`src/rtl/dmem_arbiter_if.sv`:
```
// Bundle of MEM-stage, loader and data_memory signals shared by the arbiter and its environment.
// Each requester raises its request and holds it until completion (p_stall low, or l_ack high); the arbiter owns no backpressure beyond that.
interface dmem_arbiter_if;
  logic        p_read;
  logic        p_write;
  logic [31:0] p_addr;
  logic [31:0] p_wdata;
  logic [31:0] p_rdata;
  logic        p_stall;

  logic        l_req;
  logic        l_we;
  logic [31:0] l_addr;
  logic [31:0] l_wdata;
  logic [31:0] l_rdata;
  logic        l_ack;

  logic        dm_read;
  logic        dm_write;
  logic [31:0] dm_addr;
  logic [31:0] dm_wdata;
  logic [31:0] dm_rdata;

  logic        busy;
  logic [1:0]  dbg_state;
  logic        dbg_grant;

  modport slave (
    input  p_read, p_write, p_addr, p_wdata,
    input  l_req, l_we, l_addr, l_wdata,
    input  dm_rdata,
    output p_rdata, p_stall, l_rdata, l_ack,
    output dm_read, dm_write, dm_addr, dm_wdata,
    output busy, dbg_state, dbg_grant
  );

  modport master (
    output p_read, p_write, p_addr, p_wdata,
    output l_req, l_we, l_addr, l_wdata,
    output dm_rdata,
    input  p_rdata, p_stall, l_rdata, l_ack,
    input  dm_read, dm_write, dm_addr, dm_wdata,
    input  busy, dbg_state, dbg_grant
  );
endinterface

```
`src/rtl/dmem_arbiter.sv`:
```
// Round-robin arbiter sharing one wait-stated data memory between the MEM stage and a loader/debug port.
// Each access runs IDLE -> ACCESS (WAIT_STATES+1 cycles) -> DONE (1 cycle) -> IDLE.
module dmem_arbiter #(
  parameter int WAIT_STATES = 2
) (
  input logic          clock,
  input logic          reset,
  dmem_arbiter_if.slave bus
);

  typedef enum logic [1:0] {
    IDLE   = 2'd0,
    ACCESS = 2'd1,
    DONE   = 2'd2
  } state_t;

  localparam logic       GRANT_P = 1'b0;
  localparam logic       GRANT_L = 1'b1;
  localparam logic [3:0] WS      = 4'(WAIT_STATES);

  state_t      state;
  logic        grant;
  logic        last_grant;
  logic [3:0]  count;
  logic        op_write;
  logic [31:0] addr_q;
  logic [31:0] wdata_q;
  logic [31:0] p_rdata_q;
  logic [31:0] l_rdata_q;
  logic        dm_read_q;
  logic        dm_write_q;
  logic        l_ack_q;
  logic        busy_q;

  logic        p_req;
  logic        any_req;
  logic        pick;
  logic        pick_write;
  logic [31:0] pick_addr;
  logic [31:0] pick_wdata;

  assign p_req   = bus.p_read | bus.p_write;
  assign any_req = p_req | bus.l_req;

  // On a conflict the side that did not win last time gets the memory.
  always_comb begin
    pick       = GRANT_P;
    pick_write = 1'b0;
    pick_addr  = '0;
    pick_wdata = '0;
    if (p_req && bus.l_req) begin
      pick = ~last_grant;
    end else if (bus.l_req) begin
      pick = GRANT_L;
    end
    if (pick == GRANT_L) begin
      pick_write = bus.l_we;
      pick_addr  = bus.l_addr;
      pick_wdata = bus.l_wdata;
    end else begin
      pick_write = bus.p_write;
      pick_addr  = bus.p_addr;
      pick_wdata = bus.p_wdata;
    end
  end

  always_ff @(posedge clock or negedge reset) begin
    if (!reset) begin
      state      <= IDLE;
      grant      <= GRANT_L;
      last_grant <= GRANT_L;
      count      <= 4'd0;
      op_write   <= 1'b0;
      addr_q     <= '0;
      wdata_q    <= '0;
      p_rdata_q  <= '0;
      l_rdata_q  <= '0;
      dm_read_q  <= 1'b0;
      dm_write_q <= 1'b0;
      l_ack_q    <= 1'b0;
      busy_q     <= 1'b0;
    end else begin
      case (state)
        IDLE: begin
          if (any_req) begin
            state      <= ACCESS;
            grant      <= pick;
            last_grant <= pick;
            op_write   <= pick_write;
            addr_q     <= pick_addr;
            wdata_q    <= pick_wdata;
            count      <= WS;
            dm_read_q  <= ~pick_write;
            dm_write_q <= pick_write;
            busy_q     <= 1'b1;
          end
        end
        ACCESS: begin
          if (count == 4'd0) begin
            state      <= DONE;
            dm_read_q  <= 1'b0;
            dm_write_q <= 1'b0;
            l_ack_q    <= (grant == GRANT_L);
            // Memory read data is valid on the last strobe cycle.
            if (!op_write) begin
              if (grant == GRANT_L) begin
                l_rdata_q <= bus.dm_rdata;
              end else begin
                p_rdata_q <= bus.dm_rdata;
              end
            end
          end else begin
            count <= count - 4'd1;
          end
        end
        DONE: begin
          state   <= IDLE;
          l_ack_q <= 1'b0;
          busy_q  <= 1'b0;
        end
        default: begin
          state      <= IDLE;
          dm_read_q  <= 1'b0;
          dm_write_q <= 1'b0;
          l_ack_q    <= 1'b0;
          busy_q     <= 1'b0;
        end
      endcase
    end
  end

  // The pipeline is released only in the cycle its own access completes.
  assign bus.p_stall   = p_req & ~((state == DONE) && (grant == GRANT_P));
  assign bus.p_rdata   = p_rdata_q;
  assign bus.l_rdata   = l_rdata_q;
  assign bus.l_ack     = l_ack_q;
  assign bus.dm_read   = dm_read_q;
  assign bus.dm_write  = dm_write_q;
  assign bus.dm_addr   = addr_q;
  assign bus.dm_wdata  = wdata_q;
  assign bus.busy      = busy_q;
  assign bus.dbg_state = state;
  assign bus.dbg_grant = grant;

endmodule

```
`src/flat_wrapper.sv`:
```
// flat-port wrapper written by rule: the top's interface ports become plain ports
module dmem_arbiter_flat 
#(
  parameter int WAIT_STATES = 2
)
  (clock, reset, bus_p_read, bus_p_write, bus_p_addr, bus_p_wdata, bus_l_req, bus_l_we, bus_l_addr, bus_l_wdata, bus_dm_rdata, bus_p_rdata, bus_p_stall, bus_l_rdata, bus_l_ack, bus_dm_read, bus_dm_write, bus_dm_addr, bus_dm_wdata, bus_busy, bus_dbg_state, bus_dbg_grant);
  dmem_arbiter_if bus_i ();
  input logic clock;
  input logic reset;
  input wire logic [$bits(bus_i.p_read)-1:0] bus_p_read;
  input wire logic [$bits(bus_i.p_write)-1:0] bus_p_write;
  input wire logic [$bits(bus_i.p_addr)-1:0] bus_p_addr;
  input wire logic [$bits(bus_i.p_wdata)-1:0] bus_p_wdata;
  input wire logic [$bits(bus_i.l_req)-1:0] bus_l_req;
  input wire logic [$bits(bus_i.l_we)-1:0] bus_l_we;
  input wire logic [$bits(bus_i.l_addr)-1:0] bus_l_addr;
  input wire logic [$bits(bus_i.l_wdata)-1:0] bus_l_wdata;
  input wire logic [$bits(bus_i.dm_rdata)-1:0] bus_dm_rdata;
  output wire logic [$bits(bus_i.p_rdata)-1:0] bus_p_rdata;
  output wire logic [$bits(bus_i.p_stall)-1:0] bus_p_stall;
  output wire logic [$bits(bus_i.l_rdata)-1:0] bus_l_rdata;
  output wire logic [$bits(bus_i.l_ack)-1:0] bus_l_ack;
  output wire logic [$bits(bus_i.dm_read)-1:0] bus_dm_read;
  output wire logic [$bits(bus_i.dm_write)-1:0] bus_dm_write;
  output wire logic [$bits(bus_i.dm_addr)-1:0] bus_dm_addr;
  output wire logic [$bits(bus_i.dm_wdata)-1:0] bus_dm_wdata;
  output wire logic [$bits(bus_i.busy)-1:0] bus_busy;
  output wire logic [$bits(bus_i.dbg_state)-1:0] bus_dbg_state;
  output wire logic [$bits(bus_i.dbg_grant)-1:0] bus_dbg_grant;
  assign bus_i.p_read = bus_p_read;
  assign bus_i.p_write = bus_p_write;
  assign bus_i.p_addr = bus_p_addr;
  assign bus_i.p_wdata = bus_p_wdata;
  assign bus_i.l_req = bus_l_req;
  assign bus_i.l_we = bus_l_we;
  assign bus_i.l_addr = bus_l_addr;
  assign bus_i.l_wdata = bus_l_wdata;
  assign bus_i.dm_rdata = bus_dm_rdata;
  assign bus_p_rdata = bus_i.p_rdata;
  assign bus_p_stall = bus_i.p_stall;
  assign bus_l_rdata = bus_i.l_rdata;
  assign bus_l_ack = bus_i.l_ack;
  assign bus_dm_read = bus_i.dm_read;
  assign bus_dm_write = bus_i.dm_write;
  assign bus_dm_addr = bus_i.dm_addr;
  assign bus_dm_wdata = bus_i.dm_wdata;
  assign bus_busy = bus_i.busy;
  assign bus_dbg_state = bus_i.dbg_state;
  assign bus_dbg_grant = bus_i.dbg_grant;
  dmem_arbiter #(.WAIT_STATES(WAIT_STATES)) u_core (.clock(clock), .reset(reset), .bus(bus_i));
endmodule
```
`config.mk`:
```
export PLATFORM = sky130hd
export DESIGN_NAME = dmem_arbiter_flat
export DESIGN_NICKNAME = d
export VERILOG_FILES = /design/src/rtl/dmem_arbiter_if.sv /design/src/rtl/dmem_arbiter.sv /design/src/flat_wrapper.sv
export SDC_FILE = /design/constraint.sdc
export NUM_CORES = 1
export LEC_CHECK = 0
export BUFFER_PORTS_ARGS = -buffer_cell sky130_fd_sc_hd__buf_4
export CAP_MARGIN = 5
export CORE_ASPECT_RATIO = 0.5
export CORE_MARGIN = 4
export CORE_UTILIZATION = 45
export DETAILED_ROUTE_END_ITERATION = 10
export PLACE_DENSITY = 0.78
export SLEW_MARGIN = 20
export SYNTH_ARGS = -nofsm -noshare
export SYNTH_HDL_FRONTEND = slang
export SYNTH_SLANG_ARGS = --single-unit
```
`constraint.sdc`:
```
create_clock -name clock -period 2.96 [get_ports clock]
set_input_delay 0.296 -clock clock [delete_from_list [all_inputs] [get_ports clock]]
set_output_delay 0.296 -clock clock [all_outputs]
set_load 0.02 [all_outputs]
```
# After elaboration in Yosys (flattened, before gate mapping)
# Cells that the tools add are included.
# classes
add_sub_neg	1
n_eq_ne	5
muxes	20
n_bitwise	10
reduce_logical	13
# op_table
cell	n
32-bit 2-to-1 mux	2
1-bit 2-to-1 mux	8
4-bit 2-to-1 mux	2
4-bit case mux with 2 select lines	1
2-bit AND reduction	4
4-bit AND reduction	2
1-bit NOT	7
1-bit case mux with 3 select lines	2
3-bit AND reduction	2
4-bit logical NOT	1
2-bit 2-to-1 mux	2
2-bit by 1-bit inequality test with 1-bit output, second input constant	2
1-bit case mux with 2 select lines	2
2-bit case mux with 2 select lines	1
4-bit by 1-bit subtractor with 4-bit output, second input constant	1
2-bit by 1-bit equality test with 1-bit output, second input constant	1
2-bit equality test, second input constant	1
1-bit logical AND	2
2-bit logical NOT	1
2-bit inequality test, second input constant	1
1-bit bitwise OR	2
2-bit nonzero test	1
1-bit AND	1
# word_totals
reg_bits	140
input_bits	166
out_inout_bits	136
word_cells	61

# Logic depth before layout (Yosys ltp)
# Gate-level depths: netlist of run 1.
# depth
ltp_word	7
depth_mapped	8
ltp_nobuf	5

# Least setup slack after synthesis of run 1
# No wires, ideal clock.
# synth_timing
path_type	register to register
startpoint	register u_core.count[0]
endpoint	register u_core.p_rdata_q[0] (netlist: u_core.bus.p_rdata[0])
setup_ps	125
arrival_ps	2054
required_ps	2835
path_slack_ps	781
path_stages_with_launch	9
path_buffers	3
period_less_slack_ps	2179
path_cell_list	dfrtp_1 -> inv_1 -> ha_1 -> or3b_1 -> buf_2 -> or4_4 -> buf_6 -> buf_12 -> mux2_4
# synth_between
elab_chain_len	2
# synth_lines
element	line	rtl
start, declared	dmem_arbiter.sv:24	logic [3:0] count;
start signal, assigned	dmem_arbiter.sv:113	count <= count - 4'd1;
4-bit logical NOT	dmem_arbiter.sv:99	if (count == 4'd0) begin
4-bit AND reduction (no source line)	n/a	
end signal, assigned	dmem_arbiter.sv:109	p_rdata_q <= bus.dm_rdata;
end, declared	dmem_arbiter.sv:28	logic [31:0] p_rdata_q;
# No other way between the ends.
# A chain may end at the register's enable or synchronous reset.

# Final worst setup path of run 1
# layout_timing
startpoint	register u_core.count[0]
endpoint	register u_core.p_rdata_q[17] (netlist: u_core.bus.p_rdata[17])
# The elaborated chain is that of the path after synthesis.

==> flow_metrics.tcl, run 1 <==
set metrics [dict create \
    outcome "complete, no violations" \
    syn_area_um2 6290 \
    die_area_um2 16000 \
    drtPass1Iterations 5 \
    seq_area_frac_synth_pct 55.7 \
    ant_nets 0 \
    powerDensity_nw_per_um2 1180 \
    finalCritPeriodShare_pct 82.4 \
    hpwlAfterDp_mm 13.6 \
    min_path_type "in2reg" \
    cts-resized-gates 0 \
    setup-tns-final_ns 0 \
    fmax_mhz 410 \
    critPathArrivalTime_ns 2.72 \
    vias 5763 \
    cts_buffers 17 \
    ys_ff_latch 140 \
    grt_overflow_total 0 \
    cp_max_fo 32 \
    wire_per_inst_um 19.0 \
    gp_congestion 0.880 \
    maxSlewHeadroom_pct 38.8 \
    syn2layout_area_growth_pct 47.1 \
    end_kind "flop" \
    final-setup-viol-count 0 \
    skew_ns 0.0108 \
    track_usage_pct 23.8 \
    antenna_found_initial 0 \
    fin_nets 1009 \
    insertedDiodeCount 0 \
    synth_cell_types 35 \
    drive_gt1_share_pct 48.5 \
    clock-root-buffer "clkbuf_16" \
    routed_wirelength_mm 19.9 \
    postCtsSetupBuffers 0 \
    htree_levels 4 \
    mostFrequentLayoutCells "buf_4, dfrtp_1, o21ai_0" \
    cp.required_ns 3.24 \
    cap_violations 0 \
    syn_inst 568 \
    grt_max_degree 88 \
    worst_pin_slew_ns 0.916 \
    die_x_um 175 \
    hold_viol 0 \
    grt_pass1_vias 5730 \
    final_common_cell "buf_4" \
    viasPerCell 5.51 \
    synth_nets 736 \
    ys_warn_count 0 \
    grt_pass1_wl_mm 30.9 \
    critPathKind "reg2reg" \
    clock_latency_ns 0.40 \
    power.static_leakage_nw 4.31 \
    report.final.slew_viol_count 0 \
    start_util_pct 46.1 \
    first_iter_violations 477 \
    clkTransAtPathRegs_ns 0.07 \
    drc 0 \
    syn_avg_cell_area_um2 11.1 \
    cts.sinks 140 \
    io_pins 302 \
    holdWs_ns 0.128 \
    cts_tree "yes" \
    fp.dieH_um 91.6 \
    rsz0062_at_grt "no" \
    port_buffers 301 \
    vdd.ir_drop.worst_mv 0.489 \
    period_needed_ns 2.44 \
    start_kind "flop" \
    clockBufferDepth 2 \
    core_area_um2 13600 \
    rows 30 \
]
[metal layers]
layer	vias up	global-route usage, %	share of wire, %
met4	0	7.84	2.1
met2	237	41.4	52
met5	-	0	0
met3	35	4.83	6.2
met1	2840	30.1	40
li1	2651	-	-
[timing repair]
action | in CTS | in global routing
hold buffers | 1 | 0
endpoints found under the setup margin | 0 | 0
endpoints found under the hold margin | 41 | 0
[area by class of cell]
class | count | area (µm²)
Inverter | 4 | 15.0
Multi-Input combinational cell | 366 | 2520
Timing Repair Buffer | 312 | 2390
Clock inverter | 14 | 148
Sequential cell | 140 | 3500
Clock buffer | 18 | 429
Tap cell | 192 | 240
Fill cell | 1096 | 4380
[critical path, stage by stage, from the launching register on]
cell and delay [ns]:
dfrtp_1 0.37, inv_1 0.11, ha_1 0.20, or3b_1 0.49, or4_4 0.75, mux2_4 0.38
[cells by family (layout without fill, tap and decap cells)]
logic type	after synthesis	in the layout	share of synthesized area [%]
muxes	66	66	13.6
buffers and inverters	62	348	4.62
adders and majority gates	2	2	0.398
AOI/OAI and AO/OA	211	211	18.5
DFF	140	140	55.7
and+or+nand+nor	87	87	7.16
[registers in the layout, indices dropped and copies added, names as in the netlist, 2 cells and up]
| signal | cells |
|---|---|
| u_core.bus.dbg_state | 2 |
| u_core.bus.dm_addr | 32 |
| u_core.count | 4 |
| u_core.bus.dm_wdata | 32 |
| u_core.bus.p_rdata | 32 |
| u_core.bus.l_rdata | 32 |
[power by group]
group          switching [mW]  total [mW]  internal (mW)  leakage, nW
sequential              0.604        3.51           2.90         1.61
combinational            2.94        5.33           2.39         2.43
clock                   0.895        2.09           1.19        0.275
total                    4.43        10.9           6.49         4.31
[cells in the mapped netlist, drive strengths merged]
master / n / area share (%)
a21boi: 1 / 0.12
a21o: 2 / 0.24
a21oi: 64 / 5.1
a31oi: 64 / 6.4
a32oi: 1 / 0.14
buf: 9 / 1.5
clkbuf: 49 / 2.9
dfrtp: 139 / 55
dfstp: 1 / 0.42
ha: 2 / 0.40
inv: 4 / 0.24
mux2: 64 / 13
mux2i: 2 / 0.32
nand2: 3 / 0.18
nand2b: 2 / 0.20
nand3: 69 / 5.5
nand4b: 1 / 0.14
nor2: 3 / 0.18
nor2b: 1 / 0.10
nor3: 3 / 0.24
nor3b: 1 / 0.12
o21a: 2 / 0.24
o21ai: 73 / 5.8
o22ai: 2 / 0.20
o2bb2ai: 1 / 0.14
o32a: 1 / 0.16
or2: 1 / 0.10
or3: 1 / 0.10
or3b: 1 / 0.14
or4: 1 / 0.18
[per-stage QoR]
step / worst slack (ns) / instances / power [mW] / utilization (%) / cell area (µm²)
after detailed placement: 0.572 / 1013 / 8.87 / 63.6 / 8660
after global placement: 0.657 / 1013 / 8.70 / 63.5 / 8660
after floorplan: 0.781 / 568 / 6.51 / - / 6290
after CTS: 0.524 / 1046 / 11.0 / 67.9 / 9250
final: 0.521 / 1046 / 10.9 / 67.9 / 9250
after global routing: 0.431 / 1046 / 11.5 / 67.9 / 9250
[worst paths after layout]
kind                                       start                     end  slack (ns)  depth (start not counted)
worst min-delay path            bus_dm_rdata[26]  u_core.bus.p_rdata[26]        0.13                          2
max in group asynchronous                  reset    u_core.bus.dbg_grant        1.60                          3
worst max-delay path             u_core.count[0]  u_core.bus.p_rdata[17]        0.52                          5
worst min register to register   u_core.bus.busy         u_core.bus.busy        0.49                          1
min in group asynchronous                  reset  u_core.bus.l_rdata[24]        0.52                          2
worst max register to register   u_core.count[0]  u_core.bus.p_rdata[17]        0.52                          5
Note: power is estimated with default switching activity, not from simulation.
==> run 2: changes to the inputs <==
==> constraint.sdc (replaced) <==
create_clock -name clock -period 2.4 [get_ports clock]
set_input_delay 0.24 -clock clock [delete_from_list [all_inputs] [get_ports clock]]
set_output_delay 0.24 -clock clock [all_outputs]
set_load 0.02 [all_outputs]
==> run 2 against run 1 <==
  * Clock power is 24% higher
  * Cell area is 0.42% higher
  * Register-to-register slack worse by 0.42 ns
  * Critical endpoint is now u_core.bus.p_rdata[16]
  * Largest cell class unchanged
  * Highest routed layer unchanged
==> flow_metrics.tcl, run 2 (synthesis gave the netlist of run 1 again) <==
set metrics [dict create \
    cts-resized-gates 0 \
    maxSlewHeadroom_pct 50.8 \
    place_area_um2 8700 \
    clock_latency_ns 0.41 \
    core_area_um2 13600 \
    antenna_found_initial 0 \
    io_pins 302 \
    min_path_type "in2reg" \
    routed_wirelength_mm 20.1 \
    critPathTopFamily "simple AND/OR/NAND/NOR gates" \
    cp_max_fo 32 \
    grt_overflow_total 0 \
    final-setup-viol-count 0 \
    p_int_mw 8.03 \
    r2r_slack_ns 0.11 \
    critical_path.max_stage_delay_ns 0.73 \
    syn2layout_area_growth_pct 47.7 \
    cts_buffers 17 \
    final_common_cell "buf_4" \
    cp_slowest_cell "or4_4" \
    cp.required_ns 2.69 \
    cap_violations 0 \
    critPathKind "reg2reg" \
    design_area_um2 9290 \
    clkTransAtPathRegs_ns 0.07 \
    outcome "complete, no violations" \
    ant_nets 0 \
    powerDensity_nw_per_um2 1460 \
    met3_length_mm 1.21 \
    wl_met2_mm 10.3 \
    cts_tree "yes" \
    worstReg2RegEnd "u_core.bus.p_rdata[16]" \
    cts-hold-fix-buffers 1 \
    insertedDiodeCount 0 \
    cts.sinks 140 \
    netSwitchingPower_mw 5.50 \
    drc 0 \
    die_area_um2 16000 \
    track_usage_pct 24.1 \
    met1Wirelength_mm 8.02 \
    start_util_pct 46.1 \
    clockBufferDepth 2 \
    pwr-share-seq_pct 32.0 \
    viasPerCell 5.58 \
    rsz0062_at_grt "no" \
    fmax_mhz 436 \
    worst-path-buf-inv 1 \
    min-delay-start "bus_dm_rdata[28]" \
    drive_gt1_share_pct 48.7 \
    clkPwrFrac_pct 19.1 \
    port_buffers 301 \
    first_iter_violations 457 \
    hpwlAfterDp_mm 13.7 \
    skew_ns 0.00864 \
    drtPass1Iterations 5 \
    grt_pass1_vias 5970 \
    grt_max_degree 66 \
    report.final.slew_viol_count 0 \
    die_x_um 175 \
    combPwrFrac_pct 48.8 \
    hold_viol 0 \
    holdWs_ns 0.0645 \
    reg2reg_depth 5 \
    fin_nets 1013 \
    top_layer "met4" \
    fp.dieH_um 91.6 \
    htree_levels 4 \
    holdPathEnd "u_core.bus.p_rdata[28]" \
    start_kind "flop" \
    swShare_pct 40.6 \
    clock-root-buffer "clkbuf_16" \
    vias 5855 \
    postCtsSetupBuffers 0 \
    holdPathStages 2 \
    filler_cell_count 1050 \
    finalCritPeriodShare_pct 95.6 \
    period_needed_ns 2.29 \
    r2r_start "u_core.count[0]" \
    power.static_leakage_nw 4.33 \
    wire_per_inst_um 19.2 \
    setup-tns-final_ns 0 \
    path_cells "inv_1 -> ha_1 -> or3b_1 -> or4_4 -> mux2_4" \
    gp_congestion 0.847 \
    end_kind "flop" \
    grt_pass1_wl_mm 31.3 \
    vdd.ir_drop.worst_mv 0.595 \
    worst_pin_slew_ns 0.739 \
    rows 30 \
    mostFrequentLayoutCells "buf_4, dfrtp_1, o21ai_0" \
    critPathArrivalTime_ns 2.58 \
]
==> run 2: worst max path at each step <==
| stage | startpoint | endpoint | slack [ns] | depth (start not counted) |
|---|---|---|---|---|
| floorplan | u_core.count[0] | u_core.bus.p_rdata[0] | 0.22 | 8 |
| global route | u_core.count[0] | u_core.bus.p_rdata[23] | 0.02 | 5 |
| finish | u_core.count[0] | u_core.bus.p_rdata[16] | 0.11 | 5 |
| global placement | u_core.count[0] | u_core.bus.p_rdata[7] | 0.19 | 5 |
| detailed placement | u_core.count[0] | u_core.bus.p_rdata[29] | 0.12 | 5 |
| CTS | u_core.count[0] | u_core.bus.p_rdata[16] | 0.11 | 5 |
==> run 2: final cells by class <==
type	instances	area [µm²]	share of cell area (%)
clock buffer	18	429	4.62
clock inverter	14	148	1.59
multi-input combinational	366	2520	27.1
tap	192	240	2.59
sequential	140	3500	37.7
timing repair buffer	316	2430	26.2
inverter	4	15.0	0.162
==> run 2: metrics by stage <==
step | util [%] | setup slack [ns] | total power [mW] | std cells
2_1_floorplan | - | 0.221 | 8.03 | 568
3_3_place_gp | 63.8 | 0.185 | 10.8 | 1017
3_5_place_dp | 63.8 | 0.122 | 11.0 | 1017
4_1_cts | 68.2 | 0.107 | 13.6 | 1050
5_1_grt | 68.2 | 0.0204 | 14.2 | 1050
6_report | 68.2 | 0.106 | 13.5 | 1050
==> run 2: per-layer routing <==
layer  GRT usage, %  vias up
li1               -     2663
met1           28.8     2908
met5              0        -
met2           42.5      238
met3           5.37       46
met4           9.41        0
==> run 2: power groups by stage <==
stage               combinational [mW]  clock (mW)  sequential (mW)
floorplan                         2.39           0             5.63
global placement                  6.49           0             4.28
detailed placement                6.65           0             4.33
CTS                               6.66        2.64             4.32
global route                      7.02        2.75             4.47
finish                            6.61        2.59             4.33
==> run 2: worst reg2reg max path, delay by kind of cell, from the launching register on <==
family	cells	cell delay [ns]
AND/OR/NAND/NOR	2	1.10
adder cells (fa/ha/maj)	1	0.18
multiplexers	1	0.41
flip-flops	1	0.38
buffers and inverters	1	0.12
